==> config.mk <==
export PLATFORM = sky130hd
export DESIGN_NAME = counter_ctrl
export DESIGN_NICKNAME = d
export VERILOG_FILES = /design/src/rtl/counter_ctrl_pkg.sv /design/src/rtl/counter_ctrl_tick.sv /design/src/rtl/counter_ctrl.sv
export SDC_FILE = /design/constraint.sdc
export NUM_CORES = 1
export LEC_CHECK = 0
export BUFFER_PORTS_ARGS = -buffer_cell sky130_fd_sc_hd__buf_2
export CORE_MARGIN = 2
export CORE_UTILIZATION = 50
export DETAILED_ROUTE_END_ITERATION = 8
export GPL_TIMING_DRIVEN = 0
export MAX_ROUTING_LAYER = met4
export PLACE_DENSITY = 0.7
export REMOVE_ABC_BUFFERS = 1
export SLEW_MARGIN = 20
export SYNTH_ARGS = -nofsm -noshare
export SYNTH_HDL_FRONTEND = slang
export SYNTH_SLANG_ARGS = --single-unit
==> constraint.sdc <==
create_clock -name clk -period 8.4 [get_ports clk]
set_input_delay 0.84 -clock clk [delete_from_list [all_inputs] [get_ports clk]]
set_output_delay 0.84 -clock clk [all_outputs]
set_load 0.02 [all_outputs]
==> src/rtl/counter_ctrl_pkg.sv <==
// Shared encodings for the counter controller: FSM states, command opcodes
// and the tick-period helper used to size the prescaler.
package counter_ctrl_pkg;

  typedef enum logic [1:0] {
    STATE_IDLE  = 2'd0,
    STATE_RUN   = 2'd1,
    STATE_PAUSE = 2'd2,
    STATE_DONE  = 2'd3
  } state_e;

  typedef enum logic [1:0] {
    CMD_NOP   = 2'd0,
    CMD_START = 2'd1,
    CMD_STOP  = 2'd2,
    CMD_CLEAR = 2'd3
  } op_e;

  localparam logic [1:0] S_IDLE  = 2'd0;
  localparam logic [1:0] S_RUN   = 2'd1;
  localparam logic [1:0] S_PAUSE = 2'd2;
  localparam logic [1:0] S_DONE  = 2'd3;

  localparam logic [1:0] OP_NOP   = 2'd0;
  localparam logic [1:0] OP_START = 2'd1;
  localparam logic [1:0] OP_STOP  = 2'd2;
  localparam logic [1:0] OP_CLEAR = 2'd3;

  localparam int PRESC_W = 32;

  // A shift that underflows to zero must still tick, hence the floor of one.
  function automatic logic [PRESC_W-1:0] tick_period(input logic [PRESC_W-1:0] base,
                                                      input logic [3:0] rate);
    logic [PRESC_W-1:0] p;
    p = base >> rate;
    return (p == '0) ? {{(PRESC_W-1){1'b0}}, 1'b1} : p;
  endfunction

endpackage

==> src/rtl/counter_ctrl_tick.sv <==
// Free-running divider: counts 0..period-1 while enabled and flags the last
// count, wrapping to zero on that cycle.
module tick_prescaler
  import counter_ctrl_pkg::*;
#(
  parameter int CNT_W = PRESC_W
) (
  input  logic             clk,
  input  logic             rst,
  input  logic             enable,
  input  logic             clear,
  input  logic [CNT_W-1:0] period,
  output logic             tick
);

  logic [CNT_W-1:0] count;
  logic             at_end;

  assign at_end = (count == (period - CNT_W'(1)));
  assign tick   = enable && at_end;

  always_ff @(posedge clk) begin
    if (rst) begin
      count <= '0;
    end else if (clear) begin
      count <= '0;
    end else if (enable) begin
      count <= at_end ? '0 : count + CNT_W'(1);
    end
  end

endmodule

==> src/rtl/counter_ctrl.sv <==
// Command-driven counter controller: accepts START/STOP/CLEAR, paces
// increments through a prescaler and raises a sticky terminal-count flag.
module counter_ctrl
  import counter_ctrl_pkg::*;
#(
  parameter int clk_freq  = 125_000_000,
  parameter int BIT_WIDTH = 31
) (
  input  logic               clk,
  input  logic               rst,
  input  logic               cmd_valid,
  output logic               cmd_ready,
  input  logic [1:0]         cmd_op,
  input  logic [3:0]         cfg_rate,
  input  logic [BIT_WIDTH:0] cfg_limit,
  input  logic               cfg_autoreload,
  input  logic               irq_ack,
  output logic               cnt_en,
  output logic               cnt_clr,
  output logic [BIT_WIDTH:0] count_out,
  output logic [1:0]         state_out,
  output logic               done_irq
);

  logic [1:0]         state;
  logic [3:0]         rate_q;
  logic [BIT_WIDTH:0] limit_q;
  logic               autoreload_q;

  logic               cmd_fire;
  logic               do_clear;
  logic               do_start;
  logic               do_stop;
  logic               load_start;
  logic               resume;
  logic               tick;
  logic               terminal;
  logic [PRESC_W-1:0] period;

  assign cmd_fire   = cmd_valid && cmd_ready;
  assign do_clear   = cmd_fire && (cmd_op == OP_CLEAR);
  assign do_start   = cmd_fire && (cmd_op == OP_START);
  assign do_stop    = cmd_fire && (cmd_op == OP_STOP);
  assign load_start = do_start && ((state == S_IDLE) || (state == S_DONE));
  assign resume     = do_start && (state == S_PAUSE);

  assign period = tick_period(clk_freq, rate_q);

  // Only a loading START or CLEAR rewinds the prescaler; PAUSE keeps its phase.
  tick_prescaler #(
    .CNT_W (PRESC_W)
  ) u_prescaler (
    .clk    (clk),
    .rst    (rst),
    .enable (state == S_RUN),
    .clear  (do_clear || load_start),
    .period (period),
    .tick   (tick)
  );

  // CLEAR and reset both suppress a tick landing in the same cycle.
  assign cnt_en    = tick && !do_clear && !rst;
  assign terminal  = cnt_en && (count_out == limit_q);
  assign state_out = state;

  always_ff @(posedge clk) begin
    if (rst) begin
      state        <= S_IDLE;
      count_out    <= '0;
      cnt_clr      <= 1'b0;
      done_irq     <= 1'b0;
      cmd_ready    <= 1'b1;
      rate_q       <= '0;
      limit_q      <= '0;
      autoreload_q <= 1'b0;
    end else begin
      cmd_ready <= !cmd_fire;
      cnt_clr   <= do_clear;

      if (terminal) begin
        done_irq <= 1'b1;
      end else if (irq_ack) begin
        done_irq <= 1'b0;
      end

      if (do_clear) begin
        state     <= S_IDLE;
        count_out <= '0;
      end else begin
        case (state)
          S_IDLE, S_DONE: begin
            if (load_start) begin
              state        <= S_RUN;
              count_out    <= '0;
              rate_q       <= cfg_rate;
              limit_q      <= cfg_limit;
              autoreload_q <= cfg_autoreload;
            end
          end
          S_RUN: begin
            if (terminal) begin
              if (autoreload_q) begin
                count_out <= '0;
              end
            end else if (cnt_en) begin
              count_out <= count_out + 1'b1;
            end
            // A terminal stop outranks a STOP arriving on the same edge.
            if (terminal && !autoreload_q) begin
              state <= S_DONE;
            end else if (do_stop) begin
              state <= S_PAUSE;
            end
          end
          S_PAUSE: begin
            if (resume) begin
              state <= S_RUN;
            end
          end
          default: begin
            state <= S_IDLE;
          end
        endcase
      end
    end
  end

endmodule

==> After elaboration in Yosys (flattened, before gate mapping) <==
Cells that the tools add are included.
{ "op_classes": {"addsub": 3, "n_eq_ne": 13, "shift": 1, "n_mux": 14, "bitwise": 1, "n_reduce_logical": 27} }
{ "ops": {"columns": ["cell", "count"], "rows": [
  ["two-way mux 32 bit", 6],
  ["adder 32 x 1 -> 32 bit, second input constant", 2],
  ["== test 32 bit", 2],
  ["case mux 32 bit (2 select lines)", 1],
  ["logical NOT 32 bit", 1],
  [">> shifter 27 x 4 -> 32 bit, first input constant", 1],
  ["subtractor 32 x 1 -> 32 bit, second input constant", 1],
  ["logical AND 1 bit", 11],
  ["inequality test 3 bit, second input constant", 3],
  ["== test 2 bit, second input constant", 4],
  ["two-way mux 2 bit", 4],
  ["case mux 2 bit (3 select lines)", 1],
  ["AND reduction 3 bit", 2],
  ["OR reduction 2 bit", 3],
  ["== test 2 x 1 -> 1 bit, second input constant", 2],
  ["logical NOT 1 bit", 4],
  ["inequality test 2 bit, second input constant", 2],
  ["AND reduction 4 bit", 1],
  ["nonzero test 2 bit", 2],
  ["logical NOT 2 bit", 1],
  ["logical OR 1 bit", 2],
  ["two-way mux 1 bit", 2],
  ["inverter 1 bit", 1]
]} }
{ "word_totals": {"regBits": 106, "input_bits": 43, "out_inout_bits": 38, "word_cells": 68} }

==> Logic depth before layout (Yosys ltp) <==
{ "logic_depth": {"ltp_word": 12, "ltp_mapped": 18, "depth_no_buf": 15} }

==> Hierarchy <==
From an unflattened synthesis, not the netlist that was laid out.
{ "hier_totals": {"cells_unflattened": 862, "area_unflattened_um2": 6752.7} }
{ "modules_own_cells": {"columns": ["mod", "n_inst", "cells_each", "area_per_inst_um2", "seq_area_each_um2"], "rows": [
  ["counter_ctrl", 1, 545, 4119.0, 1481.4],
  ["tick_prescaler", 1, 317, 2633.8, 640.6]
]} }

==> Worst setup path before layout <==
No wires, ideal clock.
{ "synth_path": {"path_kind": "reg-to-output", "startpoint": "register rate_q[1]", "endpoint": "output cnt_en", "arrival_ns": 3.172, "t_required_ns": 7.560, "setup_slack_ns": 4.388, "stages_incl_launch_ff": 16, "path_buffers": 1, "cell_sequence": "dfxtp_1 -> buf_2 -> inv_1 -> ha_1 -> mux2_2 -> nor2_1 -> a31oi_1 -> ha_1 -> nand2_1 -> a211o_1 -> a21oi_1 -> nand2_1 -> xnor2_1 -> o31ai_1 -> nand2_1 -> and4b_1"} }
{ "synth_via": {"elab_chain_cells": 8} }
{ "synth_lines": {"columns": ["item", "line_no", "text"], "rows": [
  ["from (decl)", "counter_ctrl.sv:26", "logic [3:0] rate_q;"],
  ["from (signal assigned)", "counter_ctrl.sv:95", "rate_q <= cfg_rate;"],
  [">> shifter 27 x 4 -> 32 bit *", "counter_ctrl_pkg.sv:35", "p = base >> rate;"],
  ["logical NOT 32 bit", "counter_ctrl_pkg.sv:36", "return (p == '0) ? {{(PRESC_W-1){1'b0}}, 1'b1} : p;"],
  ["two-way mux 32 bit *", "counter_ctrl_pkg.sv:36", null],
  ["subtractor 32 x 1 -> 32 bit *", "counter_ctrl_tick.sv:19", "assign at_end = (count == (period - CNT_W'(1)));"],
  ["== test 32 bit *", "counter_ctrl_tick.sv:19", null],
  ["logical AND 1 bit *", "counter_ctrl_tick.sv:20", "assign tick = enable && at_end;"],
  ["logical AND 1 bit * (2 in a row)", "counter_ctrl.sv:62", "assign cnt_en = tick && !do_clear && !rst;"],
  ["to (decl)", "counter_ctrl.sv:18", "output logic cnt_en,"]
]} }
Every way passes the cells marked *; elsewhere a longest branch is shown, timed or not.

==> Final worst setup path <==
{ "layout_path": {"startpoint": "register rate_q[1]", "endpoint": "register count_out[21]"} }
{ "layout_via": {"elab_chain_cells": 11, "word_cells_on_any_way": 14, "classes_between": "add/sub (1); eq/ne (3); shift (1); mux (3); reduce/logical (6)"} }
{ "layout_lines": {"columns": ["item", "line_no", "text"], "rows": [
  [">> shifter 27 x 4 -> 32 bit *", "counter_ctrl_pkg.sv:35", null],
  ["logical NOT 32 bit", "counter_ctrl_pkg.sv:36", null],
  ["two-way mux 32 bit *", "counter_ctrl_pkg.sv:36", null],
  ["subtractor 32 x 1 -> 32 bit *", "counter_ctrl_tick.sv:19", null],
  ["== test 32 bit *", "counter_ctrl_tick.sv:19", null],
  ["logical AND 1 bit *", "counter_ctrl_tick.sv:20", null],
  ["logical AND 1 bit * (2 in a row)", "counter_ctrl.sv:62", null],
  ["logical AND 1 bit", "counter_ctrl.sv:63", "assign terminal = cnt_en && (count_out == limit_q);"],
  ["inequality test 3 bit (no line) or two-way mux 32 bit (tied branches)", null, null],
  ["AND reduction 4 bit (no line) or case mux 32 bit (2 select lines) (tied branches)", null, null],
  ["to (signal assigned)", "counter_ctrl.sv:106", "count_out <= count_out + 1'b1;"],
  ["to (decl)", "counter_ctrl.sv:20", "output logic [BIT_WIDTH:0] count_out,"]
]} }
Marked as above.
A chain may end at the register's enable or synchronous reset.

==> flow_metrics.tcl <==
set metrics [dict create \
    cts_sinks 106 \
    cp.arrival_ps 5880 \
    critical-path-max-stage-delay_ps 940 \
    die_h_um 118 \
    setup-violations-final 0 \
    min_path_type "reg2reg" \
    die_w_um 118 \
    number_of_enable_type_register_cells_in_the_synthesized_netlist 0 \
    cts.reportedPaths.clkPinSlew_ps 70 \
    netlist_instances 819 \
    period_needed_ps 5600 \
    powerDensity_mw_per_mm2 146 \
    finalHoldViolations 0 \
    worstPathCellList "inv_1 > ha_1 > mux2_2 > nor2_1 > a31oi_1 > ha_1 > xnor2_1 > a41oi_1 > nand4_1 > nand4bb_1 > a2111oi_2 > nand4_4 > nor2_2 > a41oi_1 > a31oi_1" \
    weighted_congestion_at_the_end_of_routability_driven_global_placement 0.945 \
    post_drt_via_cell_ratio 5.57 \
    wirelength_um 15700 \
    clock-root-buffer "clkbuf_16" \
    cts_setup_buffers 0 \
    max_freq_ghz 0.178 \
    critPathKind "reg2reg" \
    min_hold_slack_ps 467 \
    grt_max_degree 43 \
    power_mw 1.05 \
    syn_area_per_cell_um2 7.92 \
    maxSlewHeadroom_pct 28.5 \
    path_buf_inv 1 \
    nets 916 \
    grt_first_pass_wirelength_um 25800 \
    rsz0062_at_grt "no" \
    port_buffers 80 \
    netlist-cell-type-count 76 \
    die_area_mm2 0.0139 \
    tns_ps 0 \
    total_leakage_power_nw 2.59 \
    post-dp-hpwl_um 11300 \
    post-route-period-util_pct 66.7 \
    drt.antenna.violating_nets 0 \
    postLayoutSetupSlackWorst_ps 2800 \
    skew_ps 8.51 \
    grt_remaining_overflow 0 \
    antenna_cells_inserted 0 \
    crit_path_end_kind "flop" \
    timing.final.max_slew_violations 0 \
    post_cts_resize_count 0 \
    drive_above_1_share_pct 14.7 \
    drc 0 \
    nFillCells 1258 \
    first_global_vias 5202 \
    worstPathMaxFanout 26 \
    detail_route.wl_per_cell_um 15.1 \
    cp.required_ps 8680 \
    cts_inserted_buffers 9 \
    antenna_violations_before_repair 0 \
    core-area_mm2 0.0126 \
    cts.hold.buffers_added 0 \
    vdd.ir_drop.worst_mv 0.0895 \
    rows 41 \
    maxCapViolations 0 \
    routed-via-count 5783 \
    run_status "completed" \
    synth.yosys.warnings 0 \
    crit_path_launch_type "flop" \
    ios 81 \
    areaGrowthSynthToFinish_pct 10.5 \
    netlist_area_mm2 0.00648 \
    synth-main-ff-cell "dfxtp_1" \
    timing.critical_path.max_delay_family "simple AND/OR/NAND/NOR gates" \
    slowest_stage_cell_cp "nor2_2" \
    layout.core_utilization_pct 56.8 \
    worst-slew-pin-transition_ps 1070 \
    synth_sequential_area_ratio_pct 32.7 \
    cts_tree "yes" \
    async_s_r_ff_share_synth_pct 0 \
    globalRouteTotalUtil_pct 23.2 \
    worst_skew_pair_later_pin_latency_ps 350 \
    cts_htree_levels 3 \
    drt_first_pass_iters 5 \
    pre_cts_ws_ps 2900 \
    clk_path_buf_depth 2 \
    postSynthRegisterBits 106 \
    drt_first_iter_violations 422 \
    floorplan.initialDensity_pct 51.4 \
]
[report_power, final]
part	internal (mW)	switching [mW]
Combinational	0.0514	0.0811
Sequential	0.510	0.00981
Clock	0.211	0.184
[tightest hold or removal path, cell delays in order (launching register included)]
cell	delay, ps
dfxtp_1	320
nand2_1	50
a21oi_1	50
[cells by family (layout without fill, tap and decap cells)]
logic type      after synthesis  in the layout  share of synthesized area, %
simple gates                365            365                          28.5
compound gates              163            163                          16.2
flops                       106            106                          32.7
xor+xnor                     88             88                          11.9
buf+inv                      68            115                          4.90
mux                          17             17                          3.49
fa+ha+maj                    12             12                          2.32
[per-stage QoR]
stage	cells	area, µm²
detailed placement	1022	6890
CTS	1038	7170
global route	1038	7170
global placement	1021	6850
floorplan	769	6230
finish	1038	7170
[final timing paths]
check                           slack [ps]       start       endpoint  cells past startpoint
worst max-delay path                  2800   rate_q[1]  count_out[21]                     15
worst min-delay path                   470  limit_q[8]     limit_q[8]                      2
worst max register to register        2800   rate_q[1]  count_out[21]                     15
worst min register to register         470  limit_q[8]     limit_q[8]                      2
[per-layer routing]
metal | part of all wire, % | GRT usage (%) | vias up
met5 | 0 | - | -
met4 | 2.3 | 8.81 | 0
met3 | 4.7 | 3.88 | 27
met2 | 46 | 35.9 | 149
met1 | 47 | 30.5 | 2652
li1 | - | - | 2955
[flip-flops by register name, indices dropped and copies added (netlist names)]
register	count
cnt_clr	1
autoreload_q	1
rate_q	4
cmd_ready	1
state_out	2
done_irq	1
limit_q	32
count_out	32
u_prescaler.count	32
[cell usage after synthesis, types with 12 or more instances]
library cell	count	area [µm²]
a21oi_1	71	355
a31oi_1	29	181
and3_1	15	93.8
buf_2	17	85.1
clkbuf_1	21	78.8
dfxtp_1	106	2120
ha_1	12	150
inv_1	15	56.3
nand2_1	136	510
nand2b_1	21	131
nand3_1	24	120
nand4_1	19	119
nor2_1	69	259
nor3_1	14	70.1
o21ai_0	16	80.1
xnor2_1	58	508
xor2_1	30	263
[cell usage in the layout, fill, tap and decap left out, drive strengths merged, types with 5 or more instances in the layout]
master	n
buf	81
and2	9
nor4	10
xnor2	58
nand2b	21
nor2b	8
nor3	15
nand2	136
and4	7
dfxtp	106
a31oi	29
xor2	30
clkbuf	13
nand4	20
nand3b	8
o21ai	17
a21oi	71
mux2	5
nand3	24
mux2i	8
inv	20
and3	15
nor2	70
ha	12
[cell type report]
cell class              instances  area [µm²]  area share [%]
clock inverters                 3        22.5           0.314
clock buffers                  13         250            3.49
repair buffers                 81         420            5.87
flip-flops and latches        106        2120            29.6
multi-input cells             645        4070            56.7
well taps                     172         215            3.00
inverters                      18        67.6           0.943
No activity file was read; power rests on OpenSTA's default activity.
